## src/rtl/dm_arbiter.sv

```systemverilog
// -----------------------------------------------------------------------------
// dm_arbiter
//
// Two-requester arbiter in front of a single-ported data memory. Each access
// takes a fixed three-cycle trip through IDLE -> ACCESS -> RESP: the winner's
// request is latched in IDLE, the memory is strobed in ACCESS (only when the
// address is a word-aligned location inside the memory), and the winner gets a
// one-cycle ack (with err for a rejected address) in RESP. Simultaneous
// requests are resolved by a one-bit round-robin pointer.
//
// Parameters
//   MEM_BYTES      byte size of the data memory served
//
// Ports
//   clk            single clock, rising edge
//   reset          synchronous active-low reset
//   req0/req1      access request, held until ack
//   wr0/wr1        1 = write, 0 = read (valid while req is high)
//   addr0/addr1    byte address of a big-endian word
//   wdata0/wdata1  write data
//   ack0/ack1      one-cycle completion pulse
//   err0/err1      with ack: the address was rejected
//   rdata          read data, valid in the ack cycle
//   busy           high whenever the FSM is not IDLE
//   dm_cs/dm_wr/dm_rd  memory strobes, only ever high in ACCESS
//   Address/D_in   memory address / write data (latched request values)
//   D_Out          combinational memory read data
// -----------------------------------------------------------------------------
module dm_arbiter #(
    parameter int MEM_BYTES = 4096
) (
    input  logic        clk,
    input  logic        reset,
    input  logic        req0,
    input  logic        req1,
    input  logic        wr0,
    input  logic        wr1,
    input  logic [31:0] addr0,
    input  logic [31:0] addr1,
    input  logic [31:0] wdata0,
    input  logic [31:0] wdata1,
    output logic        ack0,
    output logic        ack1,
    output logic        err0,
    output logic        err1,
    output logic [31:0] rdata,
    output logic        busy,
    output logic        dm_cs,
    output logic        dm_wr,
    output logic        dm_rd,
    output logic [31:0] Address,
    output logic [31:0] D_in,
    input  logic [31:0] D_Out
);

    localparam logic [1:0] S_IDLE   = 2'd0;
    localparam logic [1:0] S_ACCESS = 2'd1;
    localparam logic [1:0] S_RESP   = 2'd2;

    // Highest byte address at which a whole word still fits in the memory.
    localparam logic [31:0] LAST_WORD = 32'(MEM_BYTES - 4);

    logic [1:0]  state;
    logic        ptr;        // requester that wins a tie
    logic        winner_q;   // requester being served
    logic        wr_q;
    logic        valid_q;    // latched address check of the winner
    logic [31:0] addr_q;
    logic [31:0] wdata_q;
    logic [31:0] rdata_q;

    // Selection of the winner among the current requests.
    logic        any_req;
    logic        sel;
    logic        sel_wr;
    logic [31:0] sel_addr;
    logic [31:0] sel_wdata;
    logic        sel_valid;

    // NOTE: every signal assigned in an always_comb gets a default at the top,
    // so no path can leave it unassigned and infer a latch.
    always_comb begin
        any_req   = req0 | req1;
        sel       = 1'b0;
        if (req0 && req1) begin
            sel = ptr;
        end else if (req1) begin
            sel = 1'b1;
        end
        sel_wr    = sel ? wr1    : wr0;
        sel_addr  = sel ? addr1  : addr0;
        sel_wdata = sel ? wdata1 : wdata0;
        // Checking the address while latching keeps the comparator off the
        // ACCESS-cycle path to the memory strobes.
        sel_valid = (sel_addr[1:0] == 2'b00) && (sel_addr <= LAST_WORD);
    end

    // NOTE: sequential state is updated with non-blocking assignments so every
    // register samples the pre-edge values, independent of statement order.
    always_ff @(posedge clk) begin
        if (!reset) begin
            // NOTE: the datapath registers are reset too, because Address,
            // D_in and rdata must read 0 in the cycle after reset.
            state    <= S_IDLE;
            ptr      <= 1'b0;
            winner_q <= 1'b0;
            wr_q     <= 1'b0;
            valid_q  <= 1'b0;
            addr_q   <= '0;
            wdata_q  <= '0;
            rdata_q  <= '0;
        end else begin
            case (state)
                S_IDLE: begin
                    if (any_req) begin
                        winner_q <= sel;
                        wr_q     <= sel_wr;
                        valid_q  <= sel_valid;
                        addr_q   <= sel_addr;
                        wdata_q  <= sel_wdata;
                        state    <= S_ACCESS;
                    end
                end
                S_ACCESS: begin
                    // Writes and rejected addresses return 0 so a stale read
                    // value never leaks into another transaction's ack.
                    rdata_q <= (valid_q && !wr_q) ? D_Out : 32'd0;
                    state   <= S_RESP;
                end
                S_RESP: begin
                    ptr   <= ~winner_q;
                    state <= S_IDLE;
                end
                default: begin
                    state <= S_IDLE;
                end
            endcase
        end
    end

    logic in_access;
    logic in_resp;

    assign in_access = (state == S_ACCESS);
    assign in_resp   = (state == S_RESP);

    // A rejected address never reaches the memory.
    assign dm_cs   = in_access && valid_q;
    assign dm_wr   = dm_cs && wr_q;
    assign dm_rd   = dm_cs && !wr_q;
    assign Address = addr_q;
    assign D_in    = wdata_q;

    assign ack0  = in_resp && !winner_q;
    assign ack1  = in_resp &&  winner_q;
    assign err0  = ack0 && !valid_q;
    assign err1  = ack1 && !valid_q;
    assign rdata = rdata_q;
    assign busy  = (state != S_IDLE);

endmodule

```

## config.mk

```make
export PLATFORM = sky130hd
export DESIGN_NAME = dm_arbiter
export DESIGN_NICKNAME = d
export VERILOG_FILES = /design/src/rtl/dm_arbiter.sv
export SDC_FILE = /design/constraint.sdc
export NUM_CORES = 1
export LEC_CHECK = 0
export ABC_AREA = 1
export CORE_AREA = 2 2 114 116
export DETAILED_ROUTE_END_ITERATION = 8
export DIE_AREA = 0 0 116 118
export GPL_ROUTABILITY_DRIVEN = 0
export GPL_TIMING_DRIVEN = 0
export PLACE_DENSITY = 0.82
export SETUP_SLACK_MARGIN = 0.02
export SYNTH_ARGS = -nofsm -noshare
export SYNTH_HDL_FRONTEND = slang
export SYNTH_SLANG_ARGS = --single-unit
```

## constraint.sdc

```tcl
create_clock -name clk -period 1.43 [get_ports clk]
set_input_delay 0.143 -clock clk [delete_from_list [all_inputs] [get_ports clk]]
set_output_delay 0.143 -clock clk [all_outputs]
set_load 0.01 [all_outputs]
```

==> impl_metrics.env <==
export IMPL_drcViolationCount=0
export IMPL_reg2reg_to="valid_q"
export IMPL_crit_path_end="valid_q"
export IMPL_port_buffers=269
export IMPL_synth_top_family_by_area="simple AND/OR/NAND/NOR gates"
export IMPL_dp_cells=1026
export IMPL_syn_area_sq_mm=0.00429
export IMPL_placementRows=41
export IMPL_path_class="register to register"
export IMPL_startpoint="ptr"
export IMPL_cpPeakStageDelay_ns=0.31
export IMPL_p_per_area_mw_per_mm2=977
export IMPL_hold_viol=0
export IMPL_synth_xor_area_share_pct=0
export IMPL_stdcell_count=1056
export IMPL_met1_length_mm=6.30
export IMPL_synth_seq_cells=102
export IMPL_wl_mm=15.6
export IMPL_htreeDepth=3
export IMPL_worst_setup_path_start_kind="register"
export IMPL_cts_sinks=102
export IMPL_drt_iter0_drc=323
export IMPL_cts_root_buffer="clkbuf_16"
export IMPL_fin_util_pct=63.0
export IMPL_die_area_sq_mm=0.0137
export IMPL_dr_total_vias=5062
export IMPL_routed_wl_met3_mm=1.25
export IMPL_synth_top_area_share_pct=47.6
export IMPL_cts_buffers=9
export IMPL_grt_pass1_vias=4787
export IMPL_layout_min_cycle_time_ns=1.45
export IMPL_netlist_instances=585
export IMPL_pre_cts_ws_ns=-0.500
export IMPL_worstHoldPathType="input pin to register"
export IMPL_worstPathRequired_ns=1.68
export IMPL_grt_pass1_wl_mm=23.9
export IMPL_slew_violations=0
export IMPL_layout_drive_gt1_share_pct=10.6
export IMPL_synthMuxAreaShare_pct=0
export IMPL_rrSetupSlack_ns=-0.02
export IMPL_finClkSkew_ns=0.0106
export IMPL_pin_count=270
export IMPL_critical_path_buf_inv_count=3
export IMPL_routedWlPerCell_um=14.7
export IMPL_overflow=0
export IMPL_rsz0062_at_grt="yes"
export IMPL_ir_drop_uv=581
export IMPL_core_area_sq_mm=0.0124
export IMPL_diodes=0
export IMPL_top_layer="met4"
export IMPL_nets=1045
export IMPL_hpwl_mm=11.8
export IMPL_synth_warnings=0
export IMPL_yosysTopAreaCell="dfxtp_1"
export IMPL_tightest_slew_ns=0.491
export IMPL_maxCapViolCount=0
export IMPL_synth_simple_area_share_pct=24.3
export IMPL_worstRegToRegCells=12
export IMPL_via_per_inst=4.79
export IMPL_fmax_ghz=0.690
export IMPL_first_pass_iters=4
export IMPL_path_cells="inv_2 -> nand2_2 -> nand2_4 -> buf_8 -> inv_8 -> nand2_1 -> nand2_1 -> nor2_1 -> nand2_1 -> nor2_1 -> nand3_1 -> a21oi_1"
export IMPL_cts_tree="yes"
export IMPL_ys_seq_area_share_pct=47.6
export IMPL_end_kind="register"
export IMPL_syn_to_final_growth_pct=82.3
export IMPL_outcome="finished, violations left"
export IMPL_ys_flop_type="dfxtp_1"
export IMPL_ys_types=25
export IMPL_synth_fp_nets=751
export IMPL_die_h_um=118
export IMPL_holdWs_ns=0.365
export IMPL_met2_length_mm=7.70
export IMPL_finalSetupViolCount=1
export IMPL_synth_edf_count=0
export IMPL_ant_nets=0
export IMPL_synthAdderAreaFrac_pct=0
export IMPL_antenna_found_initial=0
export IMPL_fin_ws_ns=-0.0189
export IMPL_critical_path_cell_count=12
export IMPL_fin_crit_sh_pct=101
export IMPL_cp_slowest_cell="dfxtp_1"
export IMPL_p_leak_nw=3.55
export IMPL_cp_max_fo=10
export IMPL_async_flop_share_pct=0
export IMPL_avgSynthCellArea_sq_um=7.34
export IMPL_synth_area_leaders="dfxtp_1 (48%), nand2_1 (13%), nor2_1 (7.8%)"
export IMPL_critPathMostFrequentCell="nand2_1"
export IMPL_critPathTopFamily="simple AND/OR/NAND/NOR gates"
export IMPL_timing_rr_start="ptr"
export IMPL_synth_compound_area_share_pct=20.1
export IMPL_slew_headroom_pct=67.2
export IMPL_groute_usage_overall_pct=22.0
export IMPL_critPathArrivalTime_ns=1.70
export IMPL_grt_start_max_net_pins=18
export IMPL_clock_latency_ns=0.34
export IMPL_path_clk_slew_ns=0.07
export IMPL_violations="negative setup slack"
export IMPL_cts_buffer_depth=2
export IMPL_die_x_um=116
export IMPL_start_util_pct=34.6
## worst register-to-register path: cells and delay by family, from the launching register on
family	cells	cell delay (ns)
compound gates	1	0.13
buf+inv	3	0.27
flops	1	0.31
simple gates	8	0.67
## metal layers
layer	vias to the layer above	GRT usage (%)
met5	-	0
met4	0	7.66
met3	20	5.92
met2	210	37.9
met1	2299	26.1
li1	2533	-
## repair_timing
| action | in CTS | in global routing |
|---|---|---|
| pin swaps | 4 | 5 |
| hold endpoints to repair | 0 | 0 |
| hold buffers | 0 | 0 |
| endpoints found under the setup margin | 105 | 108 |
| buffers inserted | 7 | 5 |
| gates resized for setup | 71 | 53 |
| cloned | 1 | 2 |
## final cells by class
type / count / area, sq um
Clock buffer: 12 / 267
Timing Repair Buffer: 284 / 2850
Buffer: 44 / 339
Fill cell: 1127 / 4590
Tap cell: 172 / 215
Multi-Input combinational cell: 405 / 1940
Clock inverter: 4 / 36.3
Sequential cell: 102 / 2050
Inverter: 33 / 131
## flip-flops by register name (all words and copies together) (netlist names)
signal	flops
D_in	32
ptr	1
rdata	32
wr_q	1
valid_q	1
winner_q	1
Address	32
state	2
## report_power, final
| part | leakage, nW | total, mW | switching [mW] | internal [mW] |
|---|---|---|---|---|
| clock network | 0.147 | 2.45 | 1.11 | 1.35 |
| registers | 0.840 | 3.18 | 0.115 | 3.06 |
| logic | 2.56 | 2.01 | 0.884 | 1.12 |
## logic make-up after synthesis
kind of cell | after synthesis
AO/OA/AOI/OAI | 144
AND/OR/NAND/NOR | 261
buffers and inverters | 78
flip-flops | 102
## placed cells by master (no fill, tap or decap), types with 2 or more instances in the layout
cell type	Yosys	final
dfxtp_1	102	99
nor2_2	0	2
nand3_1	21	21
clkbuf_16	0	11
a21oi_1	2	2
a31oi_1	43	43
buf_1	2	2
dlymetal6s2s_1	0	17
buf_2	16	8
clkdlybuf4s50_1	0	242
inv_1	31	27
nand2_4	0	2
inv_8	0	2
nand2_2	2	4
nand2_1	143	139
clkbuf_4	0	6
clkbuf_2	0	11
a22oi_1	32	32
dfxtp_2	0	3
inv_2	1	5
buf_6	1	5
nand3b_1	2	2
o21ai_1	4	5
buf_8	0	6
nor2_1	89	87
dlygate4sd2_1	0	3
clkbuf_8	0	3
clkbuf_1	21	7
buf_4	5	18
o211ai_1	3	3
o21ai_0	59	57
## Yosys cell counts (3+ instances only)
master    number
nand2_1      143
dfxtp_1      102
nor2_1        89
o21ai_0       59
a31oi_1       43
a22oi_1       32
inv_1         31
clkbuf_1      21
nand3_1       21
buf_2         16
buf_4          5
o21ai_1        4
o211ai_1       3
## through the flow
| stage | cell area (sq um) | total power, mW | setup TNS [ns] |
|---|---|---|---|
| after floorplan | 4290 | 3.97 | 0 |
| after global placement | 7200 | 5.06 | -23.36 |
| after detailed placement | 7200 | 5.09 | -25.91 |
| after CTS | 7640 | 7.62 | -0.0778 |
| after global routing | 7820 | 7.98 | -0.811 |
| final | 7820 | 7.64 | -0.0189 |
## worst min-delay path by stage
stage                      from  slack, ns  depth (start not counted)     endpoint
floorplan              D_Out[0]       0.29                          2     rdata[0]
global placement    Address[31]       0.48                          2  Address[31]
detailed placement  Address[31]       0.49                          2  Address[31]
CTS                   addr1[11]       0.36                          3  Address[11]
global route           addr0[6]       0.37                          3   Address[6]
finish                addr1[11]       0.37                          3  Address[11]
Note: power is estimated with default switching activity, not from simulation.
